[src/rtl/serial_pkg.sv]
// Shared definitions for the serial word feeder and the "11" detector side.
package serial_pkg;

  typedef enum logic {
    IDLE  = 1'b0,
    SHIFT = 1'b1
  } state_t;

  localparam int SER_WIDTH = 8;

endpackage

[src/rtl/ser_shift_reg.sv]
// Loadable shift register with selectable bit order. The register holds the
// word already advanced by one bit, because the first bit leaves via o_first.
module ser_shift_reg #(
  parameter int WIDTH     = 8,
  parameter bit MSB_FIRST = 1'b1
) (
  input  logic             clk,
  input  logic             rst,
  input  logic             i_load,
  input  logic             i_shift,
  input  logic [WIDTH-1:0] i_data,
  output logic             o_first,
  output logic             o_tap
);

  logic [WIDTH-1:0] r_sreg;
  logic [WIDTH-1:0] w_load_next;
  logic [WIDTH-1:0] w_shift_next;

  generate
    if (MSB_FIRST) begin : g_msb
      assign o_first      = i_data[WIDTH-1];
      assign o_tap        = r_sreg[WIDTH-1];
      assign w_load_next  = {i_data[WIDTH-2:0], 1'b0};
      assign w_shift_next = {r_sreg[WIDTH-2:0], 1'b0};
    end else begin : g_lsb
      assign o_first      = i_data[0];
      assign o_tap        = r_sreg[0];
      assign w_load_next  = {1'b0, i_data[WIDTH-1:1]};
      assign w_shift_next = {1'b0, r_sreg[WIDTH-1:1]};
    end
  endgenerate

  always_ff @(posedge clk or posedge rst) begin
    if (rst) begin
      r_sreg <= '0;
    end else if (i_load) begin
      r_sreg <= w_load_next;
    end else if (i_shift) begin
      r_sreg <= w_shift_next;
    end
  end

endmodule

[src/rtl/serial_word_feeder.sv]
// Parallel-to-serial feeder: one word shifting plus one held, so consecutive
// frames go out with no idle cycle between them.
module serial_word_feeder
  import serial_pkg::*;
#(
  parameter int WIDTH     = SER_WIDTH,
  parameter bit MSB_FIRST = 1'b1,
  parameter bit IDLE_BIT  = 1'b0
) (
  input  logic             clk,
  input  logic             rst,
  input  logic [WIDTH-1:0] din,
  input  logic             din_valid,
  output logic             din_ready,
  output logic             dout,
  output logic             dout_valid,
  output logic             frame_done,
  output logic             busy
);

  localparam int              CNT_W    = (WIDTH > 1) ? $clog2(WIDTH) : 1;
  localparam logic [CNT_W-1:0] LAST_CNT = CNT_W'(WIDTH - 1);

  state_t           r_state;
  logic [CNT_W-1:0] r_bit_cnt;
  logic [WIDTH-1:0] r_hold;
  logic             r_hold_full;
  logic             r_dout;
  logic             r_dout_valid;
  logic             r_frame_done;

  logic             w_accept;
  logic             w_last;
  logic             w_load;
  logic             w_shift;
  logic [WIDTH-1:0] w_load_data;
  logic             w_first;
  logic             w_tap;
  logic [CNT_W-1:0] w_cnt_inc;

  assign din_ready = !r_hold_full && !rst;
  assign w_accept  = din_valid && din_ready;
  assign w_last    = (r_state == SHIFT) && (r_bit_cnt == LAST_CNT);
  assign w_shift   = (r_state == SHIFT) && !w_last;
  assign w_cnt_inc = r_bit_cnt + 1'b1;

  // A full hold buffer always takes priority over a direct load at the frame boundary.
  always_comb begin
    w_load      = 1'b0;
    w_load_data = din;
    if (r_state == IDLE) begin
      w_load = w_accept;
    end else if (w_last) begin
      if (r_hold_full) begin
        w_load      = 1'b1;
        w_load_data = r_hold;
      end else begin
        w_load = w_accept;
      end
    end
  end

  ser_shift_reg #(
    .WIDTH    (WIDTH),
    .MSB_FIRST(MSB_FIRST)
  ) u_sreg (
    .clk    (clk),
    .rst    (rst),
    .i_load (w_load),
    .i_shift(w_shift),
    .i_data (w_load_data),
    .o_first(w_first),
    .o_tap  (w_tap)
  );

  always_ff @(posedge clk or posedge rst) begin
    if (rst) begin
      r_state      <= IDLE;
      r_bit_cnt    <= '0;
      r_hold       <= '0;
      r_hold_full  <= 1'b0;
      r_dout       <= IDLE_BIT;
      r_dout_valid <= 1'b0;
      r_frame_done <= 1'b0;
    end else begin
      r_frame_done <= 1'b0;
      case (r_state)
        IDLE: begin
          if (w_accept) begin
            r_state      <= SHIFT;
            r_bit_cnt    <= '0;
            r_dout       <= w_first;
            r_dout_valid <= 1'b1;
          end else begin
            r_dout       <= IDLE_BIT;
            r_dout_valid <= 1'b0;
          end
        end
        SHIFT: begin
          if (w_last) begin
            if (w_load) begin
              r_bit_cnt    <= '0;
              r_dout       <= w_first;
              r_dout_valid <= 1'b1;
            end else begin
              r_state      <= IDLE;
              r_bit_cnt    <= '0;
              r_dout       <= IDLE_BIT;
              r_dout_valid <= 1'b0;
            end
            if (r_hold_full) begin
              r_hold_full <= w_accept;
              if (w_accept) begin
                r_hold <= din;
              end
            end
          end else begin
            r_bit_cnt    <= w_cnt_inc;
            r_dout       <= w_tap;
            r_frame_done <= (w_cnt_inc == LAST_CNT);
            if (w_accept) begin
              r_hold      <= din;
              r_hold_full <= 1'b1;
            end
          end
        end
        default: r_state <= IDLE;
      endcase
    end
  end

  assign dout       = r_dout;
  assign dout_valid = r_dout_valid;
  assign frame_done = r_frame_done;
  assign busy       = (r_state == SHIFT) || r_hold_full;

endmodule
[config.mk]
export PLATFORM = sky130hd
export DESIGN_NAME = serial_word_feeder
export DESIGN_NICKNAME = d
export VERILOG_FILES = /design/src/rtl/serial_pkg.sv /design/src/rtl/ser_shift_reg.sv /design/src/rtl/serial_word_feeder.sv
export SDC_FILE = /design/constraint.sdc
export NUM_CORES = 1
export LEC_CHECK = 0
export ABC_AREA = 1
export CAP_MARGIN = 20
export CORE_UTILIZATION = 41
export CTS_CLUSTER_DIAMETER = 120
export DETAILED_ROUTE_END_ITERATION = 8
export GPL_TIMING_DRIVEN = 1
export HOLD_SLACK_MARGIN = 0.15
export PLACE_DENSITY_LB_ADDON = 0.3
export SLEW_MARGIN = 40
export SYNTH_ARGS = -nofsm -noshare
export SYNTH_HDL_FRONTEND = slang
export SYNTH_SLANG_ARGS = --single-unit
[constraint.sdc]
create_clock -name clk -period 3.2 [get_ports clk]
set_input_delay 0.32 -clock clk [delete_from_list [all_inputs] [get_ports clk]]
set_output_delay 0.32 -clock clk [all_outputs]
set_load 0.05 [all_outputs]
==> impl_results.md, run 1 <==
- Inserted Clock Buffers: 3
- Post-synthesis xor/xnor area fraction: 0%
- Tot GR Track Use: between 10% and 20%
- Initial Utilization: between 40% and 50%
- Initial drt markers: 19
- Crit path capture type: output pin
- WL/cell: just over 10 µm
- Vias in the first global route: 830
- Setup TNS: 0 ns
- CP Launch Type: register
- DRT Pass-1 Iters: 4
- Clock-pin slew on the worst setup and hold paths: 0.13 ns
- Synth Area in Simple Gates: a little under a third
- Routed WL: ~2.0 mm
- Status: completed
- Worst Hold Class: primary input to async pin
- Area delta synth->final: 15.60%
- Largest net degree at the start of global routing: 24
- Number of setup buffers added after CTS: 0
- Synth Area per Inst: about 8 µm²
- Mapped Nets: 160
- LEAKAGE: 0.7256 nW
- Clk_lat worst skew: about 0.32 ns
- Required time worst endpoint: about 2.9 ns
- Post_cts resized: 0
- Proportion of synthesized area in mux cells: 0%
- TritonCTS Sinks: 23
- Clock Skew: 0.01104 ns
- Core area: around 2700 µm²
- Cell Area, Placed: 1326 µm²
- DR vias: between 800 and 900
- Register Area: roughly 580 µm²
- Synth cell types: 18
- Die Area: about 3100 µm²
- Vias per inst: around 4.7
- Layout Nets: around 180
- Max stage delay cell, worst path: clkdlybuf4s50_1
- First-pass GRT wire length: 3.608 mm
- Antenna Nets Post-Route: 0
- Final Cell Area: ~1400 µm²
- RSZ-0062 raised after global routing: false
- Crit path arrival time: around 1.8 ns
- Largest family of logic cells by synthesized area: simple AND/OR/NAND/NOR gates
- Worst path bufs/invs: 2
- Measured slew at the worst slew-check pin: between 0.4 and 0.5 ns
- Post-DP HPWL: between 1 and 1.5 mm
- Critical path class: register to output pin
- Compound-Gate Fraction of Synth Area: under 10%
- I/O Buffers: 15
- DRC: 0
- Flops & latches, synth: 23
- Synth Instances: about 150
- Final worst path period share: approximately 67%
- Slew HR: 67.24%
- Multi-input combinational cell area: around 500 µm²
- Mapped cell area: around 1200 µm²
- Achievable frequency: 468.6 MHz
- Synth Warn #: 0
- Crit-path cells: inv_1 -> nand2_1 -> clkdlybuf4s50_1
- TritonCTS clock tree: yes
- Pins Over Slew Limit: 0
- Chip Height: about 55 µm
- Max Cap Violations: 0
- Depth of the CTS H-tree: 1
- Gr ovfl total: 0
- Layout cells sized above 1: 8.025%
- Synth Area in Adders: 3.205%
- Final Hold Fails: 0
- Number of fillers in the final layout: 282
- I/O pin count: 16
- Initial antenna violation count: 0
- Max clock buf depth: 2
- Post-synthesis sequential area ratio: 49.15%
- GP Congestion: between 0.7 and 0.8
- Crit-path max cell delay: 0.79 ns
- Row cnt: 19
- Pwr Density: about 900 nW/µm²
- Delay-heaviest family, CP: buffers and inverters
- Min Tclk post-route: 2.134 ns
- Setup violators final: 0
- VDD IR max: around 420 µV
- Root buf cell: clkbuf_4
- Die X: roughly 55 µm
- Diode count: 0
- Max FO, Critical Path: 5
- Hold-fix buffers, CTS: 0
stage by stage:
step                util (%)  total power, mW  hold WS [ns]  setup slack (ns)  cells
global route           49.52            1.314        0.4489            0.9816    193
global placement       48.51            1.049        0.4541             1.172    189
detailed placement     48.51            1.070        0.4583             1.137    189
CTS                    49.52            1.210        0.4183             1.041    193
floorplan                  -           0.9340        0.3219             1.771    146
finish                 49.52            1.190        0.4077             1.066    193
worst paths after layout:
| path | endpoint | cells past startpoint | start | slack [ns] |
|---|---|---|---|---|
| setup / recovery | busy | 3 | r_hold_full | 1.07 |
| hold / removal | r_hold_full | 2 | rst | 0.41 |
| setup reg to reg | r_hold[5] | 8 | r_bit_cnt[0] | 1.26 |
| hold reg to reg | r_hold[4] | 2 | r_hold[4] | 0.49 |
| max in group asynchronous | r_hold[7] | 2 | rst | 2.45 |
| min in group clk | r_hold[4] | 2 | r_hold[4] | 0.49 |
synthesized netlist by cell type:
master   number  area (µm²)
nand3_1      11       55.05
o21ai_1       3       15.01
inv_2         1       3.750
nor2_4        2       22.52
a21oi_4       1       16.27
nor2_2        1       6.260
buf_6         3       33.78
dfrtp_1      23       575.6
o21ai_4       1       16.27
a21oi_1       1       5.000
o21a_1        1       7.510
o21ai_2       1       8.760
ha_1          3       37.54
nand2_4       1       11.26
and3_1        1       6.260
o21ai_0       4       20.02
nand2_1      72       270.3
inv_1        16       60.06
cells by family (layout without fill, tap and decap cells):
family	Yosys count	count (layout)
and+or+nand+nor	88	88
DFF	23	23
buffers and inverters	20	36
AOI/OAI and AO/OA	12	12
adders and majority gates	3	3
power breakdown:
group | internal, mW | switching (mW)
Clock | 0.0468 | 0.0908
Combinational | 0.196 | 0.355
Sequential | 0.419 | 0.0812
Total | 0.662 | 0.527
layout by cell type, fill, tap and decap left out, types with 2 or more instances in the layout:
cell	synthesis	routed
o21ai_0	4	4
clkdlybuf4s50_1	0	15
nand3_1	11	11
nand2_1	72	72
ha_1	3	3
dfrtp_1	23	23
nor2_4	2	2
clkbuf_4	0	3
inv_1	16	15
o21ai_1	3	3
inv_2	1	2
sequential cells by signal, summed over array words and instances, names as in the netlist:
name / cells
r_bit_cnt: 3
r_hold: 8
dout_valid: 1
u_sreg.r_sreg: 7
r_state: 1
frame_done: 1
dout: 1
r_hold_full: 1
area by class of cell:
type / count / area share (%)
tap: 31 / 2.865
sequential: 23 / 42.51
timing repair buffer: 15 / 11.09
clock buffer: 3 / 1.664
multi-input combinational: 103 / 36.78
clock inverter: 1 / 0.3697
inverter: 17 / 4.713
layer usage:
metal  track usage [%]  routed length, µm
met2             23.92                904
met1             19.30                929
met5                 0                  0
met4             7.500                 48
met3             3.044                 71
No activity file was read; power rests on OpenSTA's default activity.
==> run 2: changes to the inputs <==
- clock period: 3.2 -> 2.2 ns (I/O delays scaled with it)
==> run 2 against run 1 <==
  * Critical path depth is the same
  * Largest power group unchanged
  * Sequential share of layout area is 0.66 points lower
  * Global-route usage fell by 0.59 points
  * Combinational power grew 48%
  * Design area up 1.6%
  * Clock power is 40% higher
  * Register-to-register slack got worse by 0.72 ns
==> impl_results.md, run 2 (synthesis gave the netlist of run 1 again) <==
- DR vias: 915 (+1.8%)
- Root buf cell: clkbuf_4
- Reg2reg start: r_bit_cnt[0]
- Setup violators final: 0 (unchanged)
- Tot GR Track Use: 14.39% (-0.59 points)
- Post_cts resized: 0 (unchanged)
- Flop pwr share: 42.0% (about the same)
- RSZ-0062 raised after global routing: false
- Antenna Nets Post-Route: 0 (unchanged)
- Measured slew at the worst slew-check pin: 0.5065 ns (+0.01664 ns)
- Worst hold margin: 0.3329 ns (-0.07477 ns)
- Post-DP HPWL: 1.534 mm (+6.0%)
- Crit path arrival time: 1.78 ns (-0.03 ns)
- Int Pwr: 0.9746 mW (+47%)
- Diode count: 0 (unchanged)
- DRT Pass-1 Iters: 4 (unchanged)
- GP Congestion: 0.7450 (+0.93%)
- Layout Nets: 180 (+1.7%)
- Worst Hold Class: primary input to async pin
- Worst path bufs/invs: 2 (unchanged)
- Clock share of power: 11.1% (-0.5 points)
- Crit-path cells: inv_1 -> nand2_1 -> clkdlybuf4s50_1
- Crit-path max cell delay: 0.79 ns (about the same)
- Critical path class: register to output pin
- Number of setup buffers added after CTS: 0 (unchanged)
- VDD IR max: 665.0 µV (+60%)
- Setup TNS: 0 ns (unchanged)
- Max clock buf depth: 2 (unchanged)
- Gate power share: 47.0% (+0.6 points)
- Vias per inst: 4.668 (+0.22%)
- Pwr Density: 1266 nW/µm² (+44%)
- Initial antenna violation count: 0 (unchanged)
- LEAKAGE: 0.7382 nW (+1.7%)
- Delay-heaviest family, CP: buffers and inverters
- Core area: 2734 µm² (unchanged)
- Vias in the first global route: 827 (-0.36%)
- Clock Skew: 0.004266 ns (-0.006770 ns)
- Largest net degree at the start of global routing: 24 (unchanged)
- Gr ovfl total: 0 (unchanged)
- Register Area: 575.6 µm² (unchanged)
- WL/cell: 10.45 µm (+3.2%)
- Pins Over Slew Limit: 0 (unchanged)
- I/O Buffers: 15 (unchanged)
- Chip Height: 55.45 µm (unchanged)
- Clock-pin slew on the worst setup and hold paths: 0.12 ns (about the same)
- Max reg flops: 8 (unchanged)
- Die X: 55.45 µm (unchanged)
- Reg2Reg Depth: 8 (unchanged)
- Biggest regs: r_hold: 8 flops, u_sreg.r_sreg: 7 flops, r_bit_cnt: 3 flops
- Layout cells sized above 1: 8.485% (+0.46 points)
- DRC: 0 (unchanged)
- Slew HR: 66.13% (-1.1 points)
- Max Cap Violations: 0 (unchanged)
- TritonCTS Sinks: 23 (unchanged)
- Die Area: 3074 µm² (unchanged)
- Max FO, Critical Path: 5 (unchanged)
- Area delta synth->final: 17.41%
- Multi-input combinational cell area: 498.0 µm² (unchanged)
- Final Hold Fails: 0 (unchanged)
- Row cnt: 19 (unchanged)
- PnR worst setup slack: 0.2026 ns (-0.8634 ns)
- Required time worst endpoint: 1.98 ns (-0.90 ns)
- I/O pin count: 16 (unchanged)
- TritonCTS clock tree: yes
- Initial drt markers: 24 (+5)
- R2R Setup Slk: 0.54 ns (-0.72 ns)
- Depth of the CTS H-tree: 1 (unchanged)
- Final worst path period share: roughly nine tenths
- Sw frac: 44.03% (-0.29 points)
- Top reg by flops: r_hold
- Status: completed
- Routed WL: 2.048 mm (+4.8%)
- Achievable frequency: around 500 MHz
- Power Total: 1.741 mW (+46%)
- Commonest non-fill, non-tap cells in the layout: nand2_1, dfrtp_1, inv_1
- Crit path capture type: output pin
- Net Switching: 0.7668 mW (+45%)
- Min Tclk post-route: 1.997 ns
- Inserted Clock Buffers: 3 (unchanged)
- CP Launch Type: register
- Initial Utilization: 42.84% (unchanged)
- DP Worst Slack: 0.3563 ns (-0.7806 ns)
- First-pass GRT wire length: 3.491 mm (-3.2%)
- Hold-fix buffers, CTS: 0 (unchanged)
- Max stage delay cell, worst path: clkdlybuf4s50_1
- Most common cell after layout, fill and taps aside: nand2_1
- Clk_lat worst skew: 0.30 ns (-0.02 ns)
- Number of fillers in the final layout: 282 (unchanged)
- R2R Path End: r_hold[7]
==> run 2: changes by cell type in the layout (fill, tap and decap cells not counted), sizes merged <==
cell and change:
clkbuf +1, clkinv -1, buf +3
==> run 2: power by group through the flow <==
stage / Sequential [mW] / Combinational, mW / Clock, mW
after floorplan: 0.799 / 0.560 / 0
after global placement: 0.731 / 0.807 / 0
after detailed placement: 0.742 / 0.829 / 0
after CTS: 0.731 / 0.832 / 0.203
after global routing: 0.760 / 0.923 / 0.220
final: 0.731 / 0.818 / 0.193
==> run 2: metal layers <==
| metal | global-route usage (%) | up-vias | wire (µm) |
|---|---|---|---|
| met5 | 0 | - | 0 |
| met4 | 5.357 | 0 | 19 |
| met3 | 2.342 | 2 | 67 |
| met2 | 24.61 | 16 | 987 |
| met1 | 18.26 | 412 | 973 |
| li1 | - | 485 | - |
==> run 2: through the flow <==
stage / util (%) / cell area (µm²) / std cells
3_5_place_dp: 49.34 / 1349 / 192
2_1_floorplan: - / 1171 / 146
3_3_place_gp: 49.34 / 1349 / 192
5_1_grt: 50.30 / 1375 / 196
6_report: 50.30 / 1375 / 196
4_1_cts: 50.30 / 1375 / 196
==> run 2: how the worst max path moves through the flow <==
stage	start	to	slack [ns]	cells after the start
after floorplan	r_bit_cnt[0]	r_hold[7]	0.77	8
after global placement	rst	din_ready	0.37	3
after detailed placement	rst	din_ready	0.36	3
after CTS	r_hold_full	busy	0.18	3
after global routing	r_hold_full	busy	0.12	3
final	r_hold_full	busy	0.20	3
==> run 2: final cells by class <==
cell class	count	area share [%]
clock buffers	4	1.911
well taps	31	2.821
flip-flops and latches	23	41.86
inverters	17	4.641
repair buffers	18	12.56
multi-input cells	103	36.21
==> run 2: tightest hold or removal path, delay by kind of cell <==
family / cells / cell delay, ns
buf+inv: 3 / 0.83
==> run 3: changes to the inputs <==
- CTS_CLUSTER_SIZE: unset -> 28
==> results of run 3 <==
The final DEF is identical to that of run 2; final timing and power are the same.
